## config.mk

```make
export PLATFORM = sky130hd
export DESIGN_NAME = seg7_scan_mux_flat
export DESIGN_NICKNAME = d
export VERILOG_FILES = /design/src/rtl/seg7_pkg.sv /design/src/rtl/seg7_scan_mux_if.sv /design/src/rtl/seg7_blank_logic.sv /design/src/rtl/seg7_scan_mux.sv /design/src/flat_wrapper.sv
export SDC_FILE = /design/constraint.sdc
export NUM_CORES = 1
export LEC_CHECK = 0
export ABC_AREA = 1
export CAP_MARGIN = 20
export CORE_UTILIZATION = 31
export CTS_BUF_LIST = sky130_fd_sc_hd__clkbuf_4
export DETAILED_ROUTE_END_ITERATION = 6
export GPL_TIMING_DRIVEN = 0
export PLACE_DENSITY = 0.53
export SYNTH_ARGS = -nofsm -noshare
export SYNTH_HDL_FRONTEND = slang
export SYNTH_HIERARCHICAL = 1
export SYNTH_SLANG_ARGS = --single-unit
```

## constraint.sdc

```tcl
create_clock -name clk -period 7.3 [get_ports clk]
set_input_delay 1.46 -clock clk [delete_from_list [all_inputs] [get_ports clk]]
set_output_delay 1.46 -clock clk [all_outputs]
set_load 0.03 [all_outputs]
```

## src/rtl/seg7_pkg.sv

```systemverilog
// Shared types and constants for the 7-segment scan multiplexer.
package seg7_pkg;

  localparam int unsigned BcdW = 4;
  localparam logic [BcdW-1:0] BcdMax = 4'd9;

  typedef enum logic [1:0] {StOff, StGuard, StShow} state_e;

  // Digit index width; a single-digit display still gets one index bit.
  function automatic int unsigned idx_width(input int unsigned n);
    return (n > 1) ? $clog2(n) : 1;
  endfunction

endpackage

```

## src/rtl/seg7_scan_mux_if.sv

```systemverilog
// Digit load inputs and scanned display outputs of the 7-segment scan multiplexer.
interface seg7_scan_mux_if
  import seg7_pkg::*;
#(
  parameter int unsigned NumDigits = 4
);

  localparam int unsigned IdxW = idx_width(NumDigits);

  logic                      en;
  logic                      load;
  logic [BcdW*NumDigits-1:0] digits_bcd;
  logic [NumDigits-1:0]      dp_in;
  logic [BcdW-1:0]           bcd_out;
  logic                      blank_out;
  logic                      dp_out;
  logic [NumDigits-1:0]      an;
  logic [IdxW-1:0]           digit_idx;
  logic                      frame_tick;

  modport master (
    output en, load, digits_bcd, dp_in,
    input  bcd_out, blank_out, dp_out, an, digit_idx, frame_tick
  );

  modport slave (
    input  en, load, digits_bcd, dp_in,
    output bcd_out, blank_out, dp_out, an, digit_idx, frame_tick
  );

endinterface

```

## src/rtl/seg7_blank_logic.sv

```systemverilog
// Per-digit blank vector: invalid (>9) codes and, optionally, leading zeros.
module seg7_blank_logic
  import seg7_pkg::*;
#(
  parameter int unsigned NumDigits    = 4,
  parameter bit          BlankLeading = 1'b1
) (
  input  logic [BcdW*NumDigits-1:0] digits_i,
  output logic [NumDigits-1:0]      blank_o
);

  logic            zero_run;
  logic [BcdW-1:0] dig;

  // Walk from the most significant digit down; zero_run stays set while all digits so far are 0.
  always_comb begin
    blank_o  = '0;
    zero_run = 1'b1;
    dig      = '0;
    for (int k = NumDigits - 1; k >= 0; k--) begin
      dig        = digits_i[k*BcdW +: BcdW];
      zero_run   = zero_run && (dig == '0);
      blank_o[k] = (dig > BcdMax) || (BlankLeading && zero_run && (k != 0));
    end
  end

endmodule

```

## src/rtl/seg7_scan_mux.sv

```systemverilog
// Time-multiplexed common-anode 7-segment scanner with guard gap and tear-free frame updates.
module seg7_scan_mux
  import seg7_pkg::*;
#(
  parameter int unsigned NumDigits    = 4,
  parameter int unsigned RefreshDiv   = 100000,
  parameter int unsigned GuardCycles  = 2,
  parameter bit          BlankLeading = 1'b1
) (
  input logic             clk,
  input logic             rst,
  seg7_scan_mux_if.slave  bus
);

  localparam int unsigned     IdxW      = idx_width(NumDigits);
  localparam int unsigned     DigW      = BcdW * NumDigits;
  localparam logic [IdxW-1:0] LastIdx   = IdxW'(NumDigits - 1);
  localparam logic [31:0]     GuardLast = 32'(GuardCycles - 1);
  localparam logic [31:0]     ShowLast  = 32'(RefreshDiv - 1);

  state_e               state_q, state_d;
  logic [31:0]          cnt_q, cnt_d;
  logic [IdxW-1:0]      idx_q, idx_d;
  logic [DigW-1:0]      pend_dig_q, pend_dig_d;
  logic [NumDigits-1:0] pend_dp_q, pend_dp_d;
  logic [DigW-1:0]      disp_dig_q, disp_dig_d;
  logic [NumDigits-1:0] disp_dp_q, disp_dp_d;
  logic [NumDigits-1:0] an_q, an_d;
  logic [BcdW-1:0]      bcd_q, bcd_d;
  logic                 blank_q, blank_d;
  logic                 dp_q, dp_d;
  logic                 tick_q, tick_d;
  logic                 load_disp;
  logic [NumDigits-1:0] blank_vec;

  seg7_blank_logic #(
    .NumDigits    (NumDigits),
    .BlankLeading (BlankLeading)
  ) u_blank (
    .digits_i (disp_dig_d),
    .blank_o  (blank_vec)
  );

  // Next-state: scan sequencing and pending/display register updates.
  always_comb begin
    state_d    = state_q;
    cnt_d      = cnt_q;
    idx_d      = idx_q;
    pend_dig_d = pend_dig_q;
    pend_dp_d  = pend_dp_q;
    disp_dig_d = disp_dig_q;
    disp_dp_d  = disp_dp_q;
    tick_d     = 1'b0;
    load_disp  = 1'b0;

    if (bus.load) begin
      pend_dig_d = bus.digits_bcd;
      pend_dp_d  = bus.dp_in;
    end

    if (!bus.en) begin
      state_d = StOff;
      cnt_d   = '0;
      idx_d   = '0;
    end else begin
      unique case (state_q)
        StOff: begin
          state_d   = StGuard;
          cnt_d     = '0;
          idx_d     = '0;
          load_disp = 1'b1;
        end
        StGuard: begin
          if (cnt_q == GuardLast) begin
            state_d = StShow;
            cnt_d   = '0;
          end else begin
            cnt_d = cnt_q + 32'd1;
          end
        end
        StShow: begin
          if (cnt_q == ShowLast) begin
            state_d = StGuard;
            cnt_d   = '0;
            if (idx_q == LastIdx) begin
              idx_d     = '0;
              load_disp = 1'b1;
              tick_d    = 1'b1;
            end else begin
              idx_d = idx_q + 1'b1;
            end
          end else begin
            cnt_d = cnt_q + 32'd1;
          end
        end
        default: begin
          state_d = StOff;
          cnt_d   = '0;
          idx_d   = '0;
        end
      endcase
    end

    // A load landing on the update edge bypasses pending so it is not lost for a frame.
    if (load_disp) begin
      disp_dig_d = bus.load ? bus.digits_bcd : pend_dig_q;
      disp_dp_d  = bus.load ? bus.dp_in      : pend_dp_q;
    end
  end

  // Outputs are derived from next state so every output register moves on the same edge.
  always_comb begin
    an_d    = '1;
    bcd_d   = '0;
    dp_d    = 1'b0;
    blank_d = 1'b1;
    if (state_d == StShow) begin
      an_d[idx_d] = 1'b0;
      bcd_d       = disp_dig_d[32'(idx_d) * BcdW +: BcdW];
      dp_d        = disp_dp_d[idx_d];
      blank_d     = blank_vec[idx_d];
    end
  end

  always_ff @(posedge clk or posedge rst) begin
    if (rst) begin
      state_q    <= StOff;
      cnt_q      <= '0;
      idx_q      <= '0;
      pend_dig_q <= '0;
      pend_dp_q  <= '0;
      disp_dig_q <= '0;
      disp_dp_q  <= '0;
      an_q       <= '1;
      bcd_q      <= '0;
      blank_q    <= 1'b1;
      dp_q       <= 1'b0;
      tick_q     <= 1'b0;
    end else begin
      state_q    <= state_d;
      cnt_q      <= cnt_d;
      idx_q      <= idx_d;
      pend_dig_q <= pend_dig_d;
      pend_dp_q  <= pend_dp_d;
      disp_dig_q <= disp_dig_d;
      disp_dp_q  <= disp_dp_d;
      an_q       <= an_d;
      bcd_q      <= bcd_d;
      blank_q    <= blank_d;
      dp_q       <= dp_d;
      tick_q     <= tick_d;
    end
  end

  assign bus.an         = an_q;
  assign bus.bcd_out    = bcd_q;
  assign bus.blank_out  = blank_q;
  assign bus.dp_out     = dp_q;
  assign bus.digit_idx  = idx_q;
  assign bus.frame_tick = tick_q;

endmodule
```

## src/flat_wrapper.sv

```systemverilog
// flat-port wrapper written by rule: the top's interface ports become plain ports
module seg7_scan_mux_flat import seg7_pkg::*;
#(
  parameter int unsigned NumDigits    = 4,
  parameter int unsigned RefreshDiv   = 100000,
  parameter int unsigned GuardCycles  = 2,
  parameter bit          BlankLeading = 1'b1
)
  (clk, rst, bus_en, bus_load, bus_digits_bcd, bus_dp_in, bus_bcd_out, bus_blank_out, bus_dp_out, bus_an, bus_digit_idx, bus_frame_tick);
  seg7_scan_mux_if #(.NumDigits(NumDigits)) bus_i ();
  input logic clk;
  input logic rst;
  input wire logic [$bits(bus_i.en)-1:0] bus_en;
  input wire logic [$bits(bus_i.load)-1:0] bus_load;
  input wire logic [$bits(bus_i.digits_bcd)-1:0] bus_digits_bcd;
  input wire logic [$bits(bus_i.dp_in)-1:0] bus_dp_in;
  output wire logic [$bits(bus_i.bcd_out)-1:0] bus_bcd_out;
  output wire logic [$bits(bus_i.blank_out)-1:0] bus_blank_out;
  output wire logic [$bits(bus_i.dp_out)-1:0] bus_dp_out;
  output wire logic [$bits(bus_i.an)-1:0] bus_an;
  output wire logic [$bits(bus_i.digit_idx)-1:0] bus_digit_idx;
  output wire logic [$bits(bus_i.frame_tick)-1:0] bus_frame_tick;
  assign bus_i.en = bus_en;
  assign bus_i.load = bus_load;
  assign bus_i.digits_bcd = bus_digits_bcd;
  assign bus_i.dp_in = bus_dp_in;
  assign bus_bcd_out = bus_i.bcd_out;
  assign bus_blank_out = bus_i.blank_out;
  assign bus_dp_out = bus_i.dp_out;
  assign bus_an = bus_i.an;
  assign bus_digit_idx = bus_i.digit_idx;
  assign bus_frame_tick = bus_i.frame_tick;
  seg7_scan_mux #(.NumDigits(NumDigits), .RefreshDiv(RefreshDiv), .GuardCycles(GuardCycles), .BlankLeading(BlankLeading)) u_core (.clk(clk), .rst(rst), .bus(bus_i));
endmodule
```

==> impl_metrics.json <==
{
  "vias_per_cell": 4.61,
  "crit_slowest_cell": "clkdlybuf4s50_1",
  "fill_cells": 1437,
  "crit_family": "buffers and inverters",
  "maxCapViolations": 0,
  "startpoint_type": "register",
  "synth_xor_area_frac": 0.0366,
  "cts_tree": "done",
  "root_buffer": "clkbuf_4",
  "ys_warn_count": 6,
  "drv_slew": 0,
  "cp-end-kind": "output pin",
  "place_ws_ns": 3.78,
  "crit_chain": "clkdlybuf4s50_1",
  "ys_ff_latch": 87,
  "dpl-instance-area_sq_um": 5150,
  "io_buffers": 35,
  "postCtsSetupRepairBufs": 0,
  "rsz0062_at_grt": "false",
  "met2_length_um": 4410,
  "synth_top_family_by_area": "simple AND/OR/NAND/NOR gates",
  "ir_worst_vdd_v": 0.0000666,
  "critPathLaunch": "u_core/bus.an[0]$_DFF_PP1_",
  "highest_layer": "met4",
  "insertion_delay_ns": 0.46,
  "arrival_ns": 1.67,
  "fin_tns_setup_ns": 0,
  "drive_gt1_frac": 0.137,
  "place_congestion": 0.851,
  "clock_sinks": 87,
  "drt_iter0_markers": 210,
  "worstReg2RegStart": "u_core/cnt_q[0]$_DFF_PP0_",
  "clock_path_buffers": 2,
  "die-area_sq_um": 15200,
  "routedWlPerCell_um": 13.1,
  "fin_crit_ns": 3.13,
  "crit_fanout": 1,
  "routed_wl_um": 10200,
  "synth-edff-count": 0,
  "skew_ns": 0.0216,
  "cp.required_ns": 5.84,
  "power_leakage_nw": 2.35,
  "timing.fmax_ghz": 0.319,
  "synth_most_common_cell": "nand2_1",
  "cellPowerDensity_nw_per_um2": 168,
  "syn_nets": 577,
  "cts_buffers": 9,
  "yosys-top-cells-area": "dfrtp_1 (45%), nand2_1 (11%), nor2_1 (6.9%)",
  "slew_headroom": 0.614,
  "slowest_delay_ns": 0.66,
  "min_path_type": "reg2reg",
  "synth_top_flop_cell": "dfrtp_1",
  "drtPass1Iterations": 4,
  "finalWorstSetupSlack_ns": 4.17,
  "synth-simple-area-share": 0.321,
  "syn_area_per_cell_sq_um": 8.33,
  "setup_viol": 0,
  "final_area_sq_um": 5270,
  "num_io_pins": 37,
  "via_count": 3590,
  "synthToLayoutAreaGrowth_pct": 15.9,
  "nets": 624,
  "synthMuxAreaShare": 0.0495,
  "core-area_sq_um": 14100,
  "wl_met1_um": 5260,
  "netlist_instances": 546,
  "met3RoutedLength_um": 356,
  "rows": 43,
  "hold_start": "u_core/cnt_q[0]$_DFF_PP0_",
  "grt_max_degree": 55,
  "ys_types": 37,
  "start_util": 0.322,
  "grtUsageTotal": 0.150,
  "period_share": 0.429,
  "die_x_um": 123,
  "cts.clk_slew.worst_paths_ns": 0.15,
  "synth_fa_ha_area_frac": 0.0193,
  "worstMarginPinSlew_ns": 0.579,
  "fp.dieH_um": 123,
  "synthTopCellsByCount": "nand2_1 (132), nor2_1 (83), dfrtp_1 (82), nand3_1 (59), inv_1 (52)",
  "grt_pass1_wl_um": 17600,
  "htree_levels": 3,
  "syn_area_sq_um": 4550,
  "path_class": "reg2out",
  "synth_area_leader_cell": "dfrtp_1",
  "synth_top_cell_area_share": 0.451,
  "gr-total-overflow": 0,
  "ctsHoldBuffers": 0,
  "async_reset_ff_frac": 1.00,
  "hold_viol": 0,
  "cts_resized": 0,
  "post-route-drc-count": 0,
  "seq_area_frac_synth": 0.480,
  "ant_nets": 0,
  "place_hpwl_um": 7580,
  "status": "completed",
  "synth_compound_area_frac": 0.0248,
  "first_global_vias": 3648,
  "grt_antenna_before_repair": 1,
  "crit_buf_inv": 1
}
## cell type report
class,instances,area (sq um),area share
Sequential cell,87,2180,0.414
Multi-Input combinational cell,388,2050,0.390
Timing Repair Buffer,36,378,0.0717
Tap cell,180,225,0.0427
Inverter,54,205,0.0389
Buffer,17,106,0.0202
Clock buffer,11,82.6,0.0157
Clock inverter,5,33.8,0.00641
Antenna cell,1,2.50,0.000475
## through the flow
| stage | power [mW] | utilization | cells | hold slack, ns |
|---|---|---|---|---|
| 2_1_floorplan | 0.607 | - | 546 | 0.460 |
| 3_3_place_gp | 0.643 | 0.363 | 761 | 0.480 |
| 3_5_place_dp | 0.649 | 0.365 | 762 | 0.487 |
| 4_1_cts | 0.900 | 0.374 | 778 | 0.521 |
| 5_1_grt | 0.938 | 0.374 | 779 | 0.535 |
| 6_report | 0.887 | 0.374 | 779 | 0.513 |
## flip-flops by register name (all words and copies together) (netlist names)
signal / cells
u_core/cnt_q: 32
u_core/state_q: 2
u_core/bus.an: 4
u_core/bus.blank_out: 1
u_core/bus.digit_idx: 2
u_core/bus.frame_tick: 1
u_core/disp_dig_q: 16
u_core/disp_dp_q: 4
u_core/pend_dig_q: 16
u_core/pend_dp_q: 4
u_core/bus.dp_out: 1
u_core/bus.bcd_out: 4
## worst reg2reg max path, delay by kind of cell, from the launching register on
| kind | cells | cell delay (ns) |
|---|---|---|
| adder cells (fa/ha/maj) | 1 | 0.21 |
| AND/OR/NAND/NOR | 15 | 1.40 |
| buffers and inverters | 3 | 0.38 |
| flip-flops | 1 | 0.42 |
## where the power goes
group	switching, mW	internal, mW	total [mW]
registers	0.00862	0.512	0.521
logic	0.0698	0.0470	0.117
clock network	0.172	0.0780	0.250
total	0.250	0.637	0.887
## cell families after synthesis
logic type,Yosys count
compound gates,16
xor+xnor,19
fa+ha+maj,7
buf+inv,71
flops,87
mux,20
simple gates,326
## cells in the final DEF, fill, tap and decap left out, drive strengths merged, types with 13 or more instances in the layout
cell           instances
clkdlybuf4s50         35
buf                   16
mux2                  20
nand2                135
nand3                 65
inv                   55
nor2                  92
nor3                  15
clkbuf                13
dfrtp                 82
xor2                  16
## layer usage
metal  track usage  vias to the layer above
li1              -                     1829
met1         0.210                     1684
met2         0.224                       63
met3        0.0272                       14
met4        0.0663                        0
met5             0                        -
## path summary, 6_finish.rpt
check,slack (ns),depth (start not counted),end
min in group asynchronous,1.35,2,u_core/disp_dig_q[11]$_DFF_PP0_
max in group asynchronous,5.27,3,u_core/bus.an[3]$_DFF_PP1_
worst min register to register,0.51,1,u_core/cnt_q[0]$_DFF_PP0_
worst max register to register,4.82,19,u_core/bus.blank_out$_DFF_PP1_
worst max-delay path,4.17,1,bus_an[0]
worst min-delay path,0.51,1,u_core/cnt_q[0]$_DFF_PP0_
(Power assumes the default switching activity.)
